<file path="config.mk">
export PLATFORM = sky130hd
export DESIGN_NAME = tx_slot_scheduler
export DESIGN_NICKNAME = d
export VERILOG_FILES = /design/src/rtl/tx_sched_pkg.sv /design/src/rtl/clk1x_tick_gen.sv /design/src/rtl/tx_slot_scheduler.sv
export SDC_FILE = /design/constraint.sdc
export NUM_CORES = 1
export LEC_CHECK = 0
export ABC_AREA = 1
export CAP_MARGIN = 20
export CELL_PAD_IN_SITES_DETAIL_PLACEMENT = 0
export CELL_PAD_IN_SITES_GLOBAL_PLACEMENT = 1
export CORE_ASPECT_RATIO = 2
export CORE_MARGIN = 2
export CORE_UTILIZATION = 34
export DETAILED_ROUTE_END_ITERATION = 7
export PLACE_DENSITY_LB_ADDON = 0.15
export SETUP_SLACK_MARGIN = 0.4
export SYNTH_ARGS = -nofsm -noshare
export SYNTH_HDL_FRONTEND = slang
export SYNTH_SLANG_ARGS = --single-unit
export TNS_END_PERCENT = 1
</file>
<file path="constraint.sdc">
create_clock -name CLOCK_50 -period 7.75 [get_ports CLOCK_50]
set_clock_uncertainty 0.15 [all_clocks]
set_input_delay 1.9375 -clock CLOCK_50 [delete_from_list [all_inputs] [get_ports CLOCK_50]]
set_output_delay 1.9375 -clock CLOCK_50 [all_outputs]
set_load 0.05 [all_outputs]
</file>
<file path="src/rtl/tx_sched_pkg.sv">
// Shared types and helpers for the TDMA transmit slot scheduler.
package tx_sched_pkg;

  localparam int WORD_W    = 32;
  localparam int MAX_SLOTS = 16;

  typedef enum logic [1:0] {IDLE, LOAD, AIR, GUARD} sched_state_t;

  typedef struct packed {
    logic       found;
    logic [3:0] idx;
  } next_slot_t;

  // First enabled slot strictly after current, wrapping; current itself is checked last.
  function automatic next_slot_t next_enabled(input logic [MAX_SLOTS-1:0] enable,
                                              input logic [3:0]           current,
                                              input int                   nslots);
    next_slot_t r;
    int         k;
    r = '0;
    for (int i = 1; i <= MAX_SLOTS; i++) begin
      k = (int'(current) + i) % nslots;
      if (i <= nslots && !r.found && enable[k[3:0]]) begin
        r.found = 1'b1;
        r.idx   = k[3:0];
      end
    end
    return r;
  endfunction

endpackage

</file>
<file path="src/rtl/clk1x_tick_gen.sv">
// Free-running divider: o_tick is high for the one cycle the count sits at THRESH-1.
module clk1x_tick_gen #(
  parameter int THRESH = 500
) (
  input  logic i_clk,
  input  logic i_rst,
  output logic o_tick
);

  localparam int CW = (THRESH > 1) ? $clog2(THRESH) : 1;

  logic [CW-1:0] r_cnt;

  assign o_tick = (r_cnt == CW'(THRESH - 1));

  always_ff @(posedge i_clk or posedge i_rst) begin
    if (i_rst)       r_cnt <= '0;
    else if (o_tick) r_cnt <= '0;
    else             r_cnt <= r_cnt + CW'(1);
  end

endmodule

</file>
<file path="src/rtl/tx_slot_scheduler.sv">
// Round-robin TDMA scheduler sharing the transmitter word port among NUM_SLOTS requesters.
// Define SCHED_STATS_EN to add the saturating words_sent / empty_slots counters.
module tx_slot_scheduler
  import tx_sched_pkg::*;
#(
  parameter int NUM_SLOTS         = 5,
  parameter int WORDS_PER_SLOT    = 8,
  parameter int clk1x_freq        = 1000,
  parameter int count1x_threshold = 500000 / clk1x_freq,
  parameter int SLOT_TICKS        = 1740,
  parameter int GUARD_CLKS        = 160
) (
  input  logic                        CLOCK_50,
  input  logic                        reset,
  input  logic [NUM_SLOTS-1:0]        slot_enable,
  input  logic [NUM_SLOTS-1:0]        req_valid,
  input  logic [NUM_SLOTS-1:0]        req_last,
  input  logic [NUM_SLOTS*WORD_W-1:0] req_data,
  output logic [NUM_SLOTS-1:0]        req_ready,
  output logic [WORD_W-1:0]           data_buffer,
  output logic                        data_buffer_valid,
  output logic                        tx_flush,
  output logic [3:0]                  active_slot,
  output logic                        slot_start,
  output logic                        frame_start
`ifdef SCHED_STATS_EN
  ,
  output logic [15:0]                 words_sent,
  output logic [15:0]                 empty_slots
`endif
);

  localparam int CW = $clog2(WORDS_PER_SLOT + 1);

  sched_state_t      r_state;
  logic [3:0]        r_active;
  logic [CW-1:0]     r_cnt;
  logic [15:0]       r_air;
  logic [15:0]       r_guard;
  logic [WORD_W-1:0] r_data;
  logic              r_dv, r_flush, r_slot_start, r_frame_start;

  logic                 w_tick;
  logic [15:0]          w_en16;
  logic [NUM_SLOTS-1:0] w_sel;
  logic                 w_valid, w_last, w_hs, w_cap, w_room;
  logic [WORD_W-1:0]    w_data;
  next_slot_t           w_first, w_next;

  clk1x_tick_gen #(.THRESH(count1x_threshold)) u_tick (
    .i_clk  (CLOCK_50),
    .i_rst  (reset),
    .o_tick (w_tick)
  );

  always_comb begin
    w_en16                  = '0;
    w_en16[NUM_SLOTS-1:0]   = slot_enable;
    w_sel                   = '0;
    w_valid                 = 1'b0;
    w_last                  = 1'b0;
    w_data                  = '0;
    for (int i = 0; i < NUM_SLOTS; i++) begin
      if (r_active == 4'(i)) begin
        w_sel[i] = 1'b1;
        w_valid  = req_valid[i];
        w_last   = req_last[i];
        w_data   = req_data[WORD_W*i +: WORD_W];
      end
    end
  end

  // Starting the search from the top index makes slot 0 the first candidate.
  assign w_first   = next_enabled(w_en16, 4'(NUM_SLOTS - 1), NUM_SLOTS);
  assign w_next    = next_enabled(w_en16, r_active, NUM_SLOTS);
  assign w_room    = (r_state == LOAD) && (r_cnt < CW'(WORDS_PER_SLOT));
  assign w_hs      = w_room && w_valid;
  assign w_cap     = (r_cnt == CW'(WORDS_PER_SLOT - 1));
  assign req_ready = w_room ? w_sel : '0;

  always_ff @(posedge CLOCK_50 or posedge reset) begin
    if (reset) begin
      r_state       <= IDLE;
      r_active      <= '0;
      r_cnt         <= '0;
      r_air         <= '0;
      r_guard       <= '0;
      r_data        <= '0;
      r_dv          <= 1'b0;
      r_flush       <= 1'b0;
      r_slot_start  <= 1'b0;
      r_frame_start <= 1'b0;
    end else begin
      r_dv          <= 1'b0;
      r_flush       <= 1'b0;
      r_slot_start  <= 1'b0;
      r_frame_start <= 1'b0;
      case (r_state)
        IDLE: begin
          if (w_first.found) begin
            r_active      <= w_first.idx;
            r_cnt         <= '0;
            r_slot_start  <= 1'b1;
            r_frame_start <= 1'b1;
            r_state       <= LOAD;
          end
        end
        LOAD: begin
          if (w_hs) begin
            r_data <= w_data;
            r_dv   <= 1'b1;
            r_cnt  <= r_cnt + CW'(1);
            if (w_last || w_cap) begin
              r_air   <= '0;
              r_state <= AIR;
            end
          end else begin
            // Requester not ready: the slot still owns its air time.
            r_air   <= '0;
            r_state <= AIR;
          end
        end
        AIR: begin
          if (w_tick) begin
            if (r_air == 16'(SLOT_TICKS - 1)) begin
              r_guard <= '0;
              r_flush <= 1'b1;
              r_state <= GUARD;
            end else begin
              r_air <= r_air + 16'd1;
            end
          end
        end
        GUARD: begin
          if (r_guard == 16'(GUARD_CLKS - 1)) begin
            if (w_next.found) begin
              r_active      <= w_next.idx;
              r_cnt         <= '0;
              r_slot_start  <= 1'b1;
              r_frame_start <= (w_next.idx <= r_active);
              r_state       <= LOAD;
            end else begin
              r_active <= '0;
              r_state  <= IDLE;
            end
          end else begin
            r_guard <= r_guard + 16'd1;
          end
        end
        default: r_state <= IDLE;
      endcase
    end
  end

  assign data_buffer       = r_data;
  assign data_buffer_valid = r_dv;
  assign tx_flush          = r_flush;
  assign active_slot       = r_active;
  assign slot_start        = r_slot_start;
  assign frame_start       = r_frame_start;

`ifdef SCHED_STATS_EN
  logic [15:0] r_words, r_empty;

  always_ff @(posedge CLOCK_50 or posedge reset) begin
    if (reset) begin
      r_words <= '0;
      r_empty <= '0;
    end else begin
      if (r_dv && r_words != 16'hFFFF)
        r_words <= r_words + 16'd1;
      if (r_state == LOAD && !w_hs && r_cnt == '0 && r_empty != 16'hFFFF)
        r_empty <= r_empty + 16'd1;
    end
  end

  assign words_sent  = r_words;
  assign empty_slots = r_empty;
`endif

endmodule
</file>
# After elaboration in Yosys (flattened, before gate mapping)
# Cells that the tools add are included.
[op_classes] order_cmp=7 eq_ne=20 div=5 mux=80 n_reduce_logical=31 addsub=9
[ops] op="remainder unit 32 x 4 -> 32 bit (second input constant)" count=5
[ops] op="2-to-1 mux 32 bit" count=5
[ops] op="2-to-1 mux 16 bit" count=7
[ops] op="case mux 16 bit (2 select lines)" count=2
[ops] op="2-to-1 mux 5 bit" count=11
[ops] op="adder 16 x 1 -> 16 bit (second input constant)" count=2
[ops] op="2-to-1 mux 1 bit" count=31
[ops] op="2-to-1 mux 4 bit" count=7
[ops] op="< comparator 4 x 5 -> 1 bit (second input constant)" count=5
[ops] op="binary-select mux 1 bit (select 4 bit)" count=5
[ops] op="equality test 16 x 11 -> 1 bit (second input constant)" count=1
[ops] op="equality test 16 x 8 -> 1 bit (second input constant)" count=1
[ops] op="inequality test 2 bit (second input constant)" count=7
[ops] op="2-to-1 mux 2 bit" count=6
[ops] op="case mux 4 bit (3 select lines)" count=1
[ops] op="adder 4 x 2 -> 5 bit (second input constant)" count=2
[ops] op="adder 4 x 3 -> 5 bit (second input constant)" count=2
[ops] op="logical AND 1 bit" count=10
[ops] op="AND reduction 5 bit" count=2
[ops] op="adder 9 x 1 -> 9 bit (second input constant)" count=1
[ops] op="equality test 9 bit (second input constant)" count=1
[ops] op="2-to-1 mux 9 bit" count=1
[ops] op="equality test 4 x 2 -> 1 bit (second input constant)" count=2
[ops] op="equality test 4 x 3 -> 1 bit (second input constant)" count=2
[ops] op="21 further kinds" count=33
[word_totals] inputBits=177 output_inout_bits=45 regBits=87 elab_cells=163

# Logic depth before layout (Yosys ltp)
[depth] word_depth=21 ltp_mapped=47 mapped_depth_nobuf=45

# Hierarchy
# A second synthesis with hierarchy kept.
[hier_totals] cells_unflattened=1285 area_unflattened_um2=8315.5
[modules_own_cells] module="tx_slot_scheduler" instances=1 seq_area_each_um2=1951.9 cells_each=1230 area_per_inst_um2=7843.8
[modules_own_cells] module="clk1x_tick_gen" instances=1 seq_area_each_um2=225.2 cells_each=55 area_per_inst_um2=471.7

# Least setup slack after synthesis
# Ideal clock, no wire load.
[synth_path] kind="reg-to-reg" start="register r_active[0], in the netlist active_slot[0]" end="register r_frame_start, in the netlist frame_start" path_slack_ps=2037 arrival_ps=5444 period_less_slack_ps=5713 required_ps=7481 setup_time_ps=119 path_stages_with_launch=43 n_path_buf=2 cell_sequence="dfrtp_1 -> buf_6 -> clkbuf_1 -> inv_1 -> ha_1 -> inv_1 -> nand2_1 -> nand2_1 -> nand2_1 -> ha_1 -> inv_1 -> nand2_1 -> nand2_1 -> nand2_1 -> inv_1 -> nand3_1 -> nand2_1 -> nand2_1 -> (+7 left out) -> nand3_1 -> nand2_2 -> nand2_4 -> o21ai_1 -> nand3_1 -> nand2_1 -> nand2_1 -> nand2_2 -> nand3_4 -> nor2_1 -> nand2_1 -> nand2_1 -> nand2_1 -> ha_1 -> a21oi_1 -> o21ai_0 -> nand3_1 -> and2_1"
[synth_via] elab_chain_len=21 elab_cells_between_ends=37 cone_classes="add/sub: 5; div: 5; order compare: 1; mux: 18; reduce/logical: 8"
[synth_rtl] item="from (decl)" line="tx_slot_scheduler.sv:36" rtl="logic [3:0] r_active;"
[synth_rtl] item="from (signal assigned)" line="tx_slot_scheduler.sv:101" rtl="r_active <= w_first.idx;"
[synth_rtl] item="from (signal assigned)" line="tx_slot_scheduler.sv:137" rtl="r_active <= w_next.idx;"
[synth_rtl] item="adder 4 x 1 -> 5 bit" line="tx_sched_pkg.sv:22" rtl="k = (int'(current) + i) % nslots;"
[synth_rtl] item="remainder unit 32 x 4 -> 32 bit" line="tx_sched_pkg.sv:22"
[synth_rtl] item="binary-select mux 1 bit (select 4 bit)" line="tx_sched_pkg.sv:23" rtl="if (i <= nslots && !r.found && enable[k[3:0]]) begin"
[synth_rtl] item="2-to-1 mux 1 bit (not written as such)" line="tx_sched_pkg.sv:23"
[synth_rtl] item="2-to-1 mux 5 bit" line="tx_sched_pkg.sv:23"
[synth_rtl] item="zero test 1 bit" line="tx_sched_pkg.sv:23"
[synth_rtl] item="logical AND 1 bit" line="tx_sched_pkg.sv:23"
[synth_rtl] item="2-to-1 mux 5 bit" line="tx_sched_pkg.sv:23"
[synth_rtl] item="(+5 left out)"
[synth_rtl] item="2-to-1 mux 5 bit" line="tx_sched_pkg.sv:23"
[synth_rtl] item="zero test 1 bit" line="tx_sched_pkg.sv:23"
[synth_rtl] item="logical AND 1 bit" line="tx_sched_pkg.sv:23"
[synth_rtl] item="2-to-1 mux 5 bit" line="tx_sched_pkg.sv:23"
[synth_rtl] item="<= comparator 4 bit" line="tx_slot_scheduler.sv:140" rtl="r_frame_start <= (w_next.idx <= r_active);"
[synth_rtl] item="2-to-1 mux 1 bit *" line="tx_slot_scheduler.sv:136" rtl="if (w_next.found) begin"
[synth_rtl] item="2-to-1 mux 1 bit *" line="tx_slot_scheduler.sv:135" rtl="if (r_guard == 16'(GUARD_CLKS - 1)) begin"
[synth_rtl] item="case mux 1 bit (2 select lines) *" line="tx_slot_scheduler.sv:98" rtl="case (r_state)"
[synth_rtl] item="to (signal assigned)" line="tx_slot_scheduler.sv:140"
[synth_rtl] item="to (decl)" line="tx_slot_scheduler.sv:41" rtl="logic r_dv, r_flush, r_slot_start, r_frame_start;"
# Mark *: on every way between the ends. The rest lies on a longest branch, timed or not. The select of a mux whose other input is x is not followed.
# A chain may end at the register's enable or synchronous reset.

# Final worst setup path
[layout_path] start="register r_active[1], in the netlist active_slot[1]" end="register r_frame_start, in the netlist frame_start"
# The elaborated chain is that of the path after synthesis.

==> flow_summary.toml <==
[run_status]
status = "completed"

[cts]
ctsHoldBuffers = 0
clk-insertion-delay-late_ns = 0.35
cts_resized = 0
clkSinkCount = 87
ctsRootBufferMaster = "clkbuf_16"
cts_tree = "yes"
clockBufferDepth = 2
cts_setup_buffers = 0
clkTransAtPathRegs_ns = 0.07
cts_made_buffers = 9
cts_max_level = 3

[timing]
tns_ns = 0
finalSetupViolations = 0
slew_headroom_pct = 47.6
maxClockFrequency_mhz = 168
tightest_slew_ns = 0.786
period_share_pct = 76.6
rsz0062_at_grt = "no"
slew_violations = 0
hold_viol = 0
period_needed_ns = 5.94

[worst_setup_path]
rrSetupSlack_ns = 1.81
crit_path_frequent_cell = "nand2_1"
ff2ff_path_depth = 40
critPathCaptureType = "flop"
crit_end = "frame_start"
slowest_stage = "dfrtp_1"
crit_path_start = "active_slot[1]"
crit_type = "reg -> reg"
path_max_fanout = 14
slowest_delay_ns = 0.65
rr_endpoint = "frame_start"
required_ns = 7.84
cp.arrival_ns = 6.03
critPathLaunchType = "flop"
rr_startpoint = "active_slot[1]"

[logic_synthesis]
synthCells = 1255
syn_area_sq_um = 8170
synth_area_leaders = "dfrtp_1 27%, nand2_1 14%, ha_1 8.4%"
synth_nets = 1487
ys_seq_area_share_pct = 26.6
synth.distinct_cells = 54
synth_edf_count = 0
postSynthAreaPerCell_sq_um = 6.51
synthArstFlopShare_pct = 100
ys_ff_latch = 87
synth-main-ff-cell = "dfrtp_1"
yosys.area.top_type = "dfrtp_1"
ys_warn_count = 0
synth_top_area_share_pct = 26.6

[global_route]
use_met3_pct = 4.94
top_usage_layer = "met2"
grt_overflow = 0
met2_usage_pct = 45.1
grt_max_degree = 70
grt_pass1_wl_um = 46000
grt_pass1_vias = 9003
gr-usage-met1_pct = 21.6
antenna_found_initial = 1
grtUsageTotal_pct = 23.2

[floorplan]
rows = 80
start_util_pct = 34.5
die_w_um = 114
pin_count = 222
fp.coreArea_sq_um = 23700
fp.dieH_um = 223
die_area_sq_um = 25400

[placement]
gp_congestion = 0.860
numPortBuffers = 221
placed_cells = 1725
dp_hpwl_um = 23900
place_area_sq_um = 10600

[cells_and_area]
design_area_sq_um = 10900
fin_cells = 1741
syn2layout_area_growth_pct = 33.7
final_common_cell = "nand2_1"
layout_common_cells = "309 x nand2_1, 221 x clkdlybuf4s50_1, 137 x o21ai_0"
drive_gt1_share_pct = 6.40
multi_input_area_sq_um = 5240
nFillCells = 2440
seq_area_sq_um = 2180
nets = 1681

[detailed_routing]
ant_nets = 0
avgViaCountPerCell = 5.17
wirelength_um = 29100
wl_per_cell_um = 16.7
num_vias = 9009
drcViolationCount = 0
drt_iter0_markers = 433
dr.pass1.iters = 5

[min_path]
hold_class = "reg -> reg"

[power]
power_density_nw_per_um2 = 99.0
ir_drop_uv = 75.5
leakagePower_nw = 5.14

[flow_run]
drv_cap = 0
-- synth_stat cells, types with 5 or more instances --
library cell / number
ha_1: 55
clkbuf_1: 40
nand3b_1: 5
nand2_1: 312
nor2_2: 5
nor2_1: 67
nor4_1: 8
inv_2: 14
nand4_1: 22
dfrtp_1: 87
nor3_1: 19
nand2_2: 14
xor2_1: 9
a31oi_1: 37
inv_1: 133
a21oi_1: 70
o21a_1: 5
o21ai_1: 13
nand3_1: 131
nand3_2: 6
xnor2_1: 7
o21ai_0: 137
-- final cells by class --
cell class,instances,area share [%]
antenna,1,0.0229
clock buffer,12,2.26
clock inverter,3,0.401
inverter,152,5.27
multi-input combinational,969,48.0
sequential,87,19.9
tap,287,3.29
timing repair buffer,230,20.9
-- per-stage QoR --
step                setup slack, ns  total power [mW]  utilization [%]  hold slack, ns
global route                   1.15              1.13             46.0           0.331
detailed placement             1.83             0.654             44.8           0.323
finish                         1.81              1.08             46.0           0.323
global placement               1.98             0.654             44.8           0.314
floorplan                      2.04             0.533                -           0.282
CTS                            1.83              1.10             46.0           0.332
-- worst max-delay path: cells and delay by family (launching register included) --
kind	cells	cell delay [ns]
and+or+nand+nor	26	2.56
adders and majority gates	4	1.15
buffers and inverters	6	0.76
DFF	1	0.65
AOI/OAI and AO/OA	4	0.54
-- state kept, by name, summed over array words and instances, names as in the netlist --
register           cells
data_buffer_valid      1
active_slot            4
slot_start             1
frame_start            1
r_air                 16
r_guard               16
r_state                2
u_tick.r_cnt           9
data_buffer           32
tx_flush               1
r_cnt                  4
-- power by group --
part	internal [mW]	switching (mW)	leakage, nW
registers	0.463	0.00494	1.12
logic	0.100	0.0764	3.88
clock network	0.257	0.180	0.143
-- worst min path at each step --
| stage | end | start | cells past startpoint | slack (ns) |
|---|---|---|---|---|
| finish | u_tick.r_cnt[0] | u_tick.r_cnt[0] | 1 | 0.32 |
| detailed placement | data_buffer[25] | data_buffer[25] | 2 | 0.32 |
| global placement | data_buffer[16] | data_buffer[16] | 2 | 0.31 |
| CTS | u_tick.r_cnt[0] | u_tick.r_cnt[0] | 1 | 0.33 |
| floorplan | u_tick.r_cnt[0] | u_tick.r_cnt[0] | 1 | 0.28 |
| global route | u_tick.r_cnt[0] | u_tick.r_cnt[0] | 1 | 0.33 |
-- cells by family after synthesis --
logic type / share of synthesized area, %
adders and majority gates: 8.42
and+or+nand+nor: 33.8
other: 0.0459
buffers and inverters: 9.35
AOI/OAI and AO/OA: 20.1
xor gates and xnor gates: 1.71
DFF: 26.6
-- routing by layer --
layer | part of all wire [%] | vias to the layer above
met2 | 55 | 285
met3 | 5.3 | 76
met1 | 34 | 4060
met4 | 5.8 | 0
li1 | - | 4588
met5 | 0 | -
(Power assumes the default switching activity.)
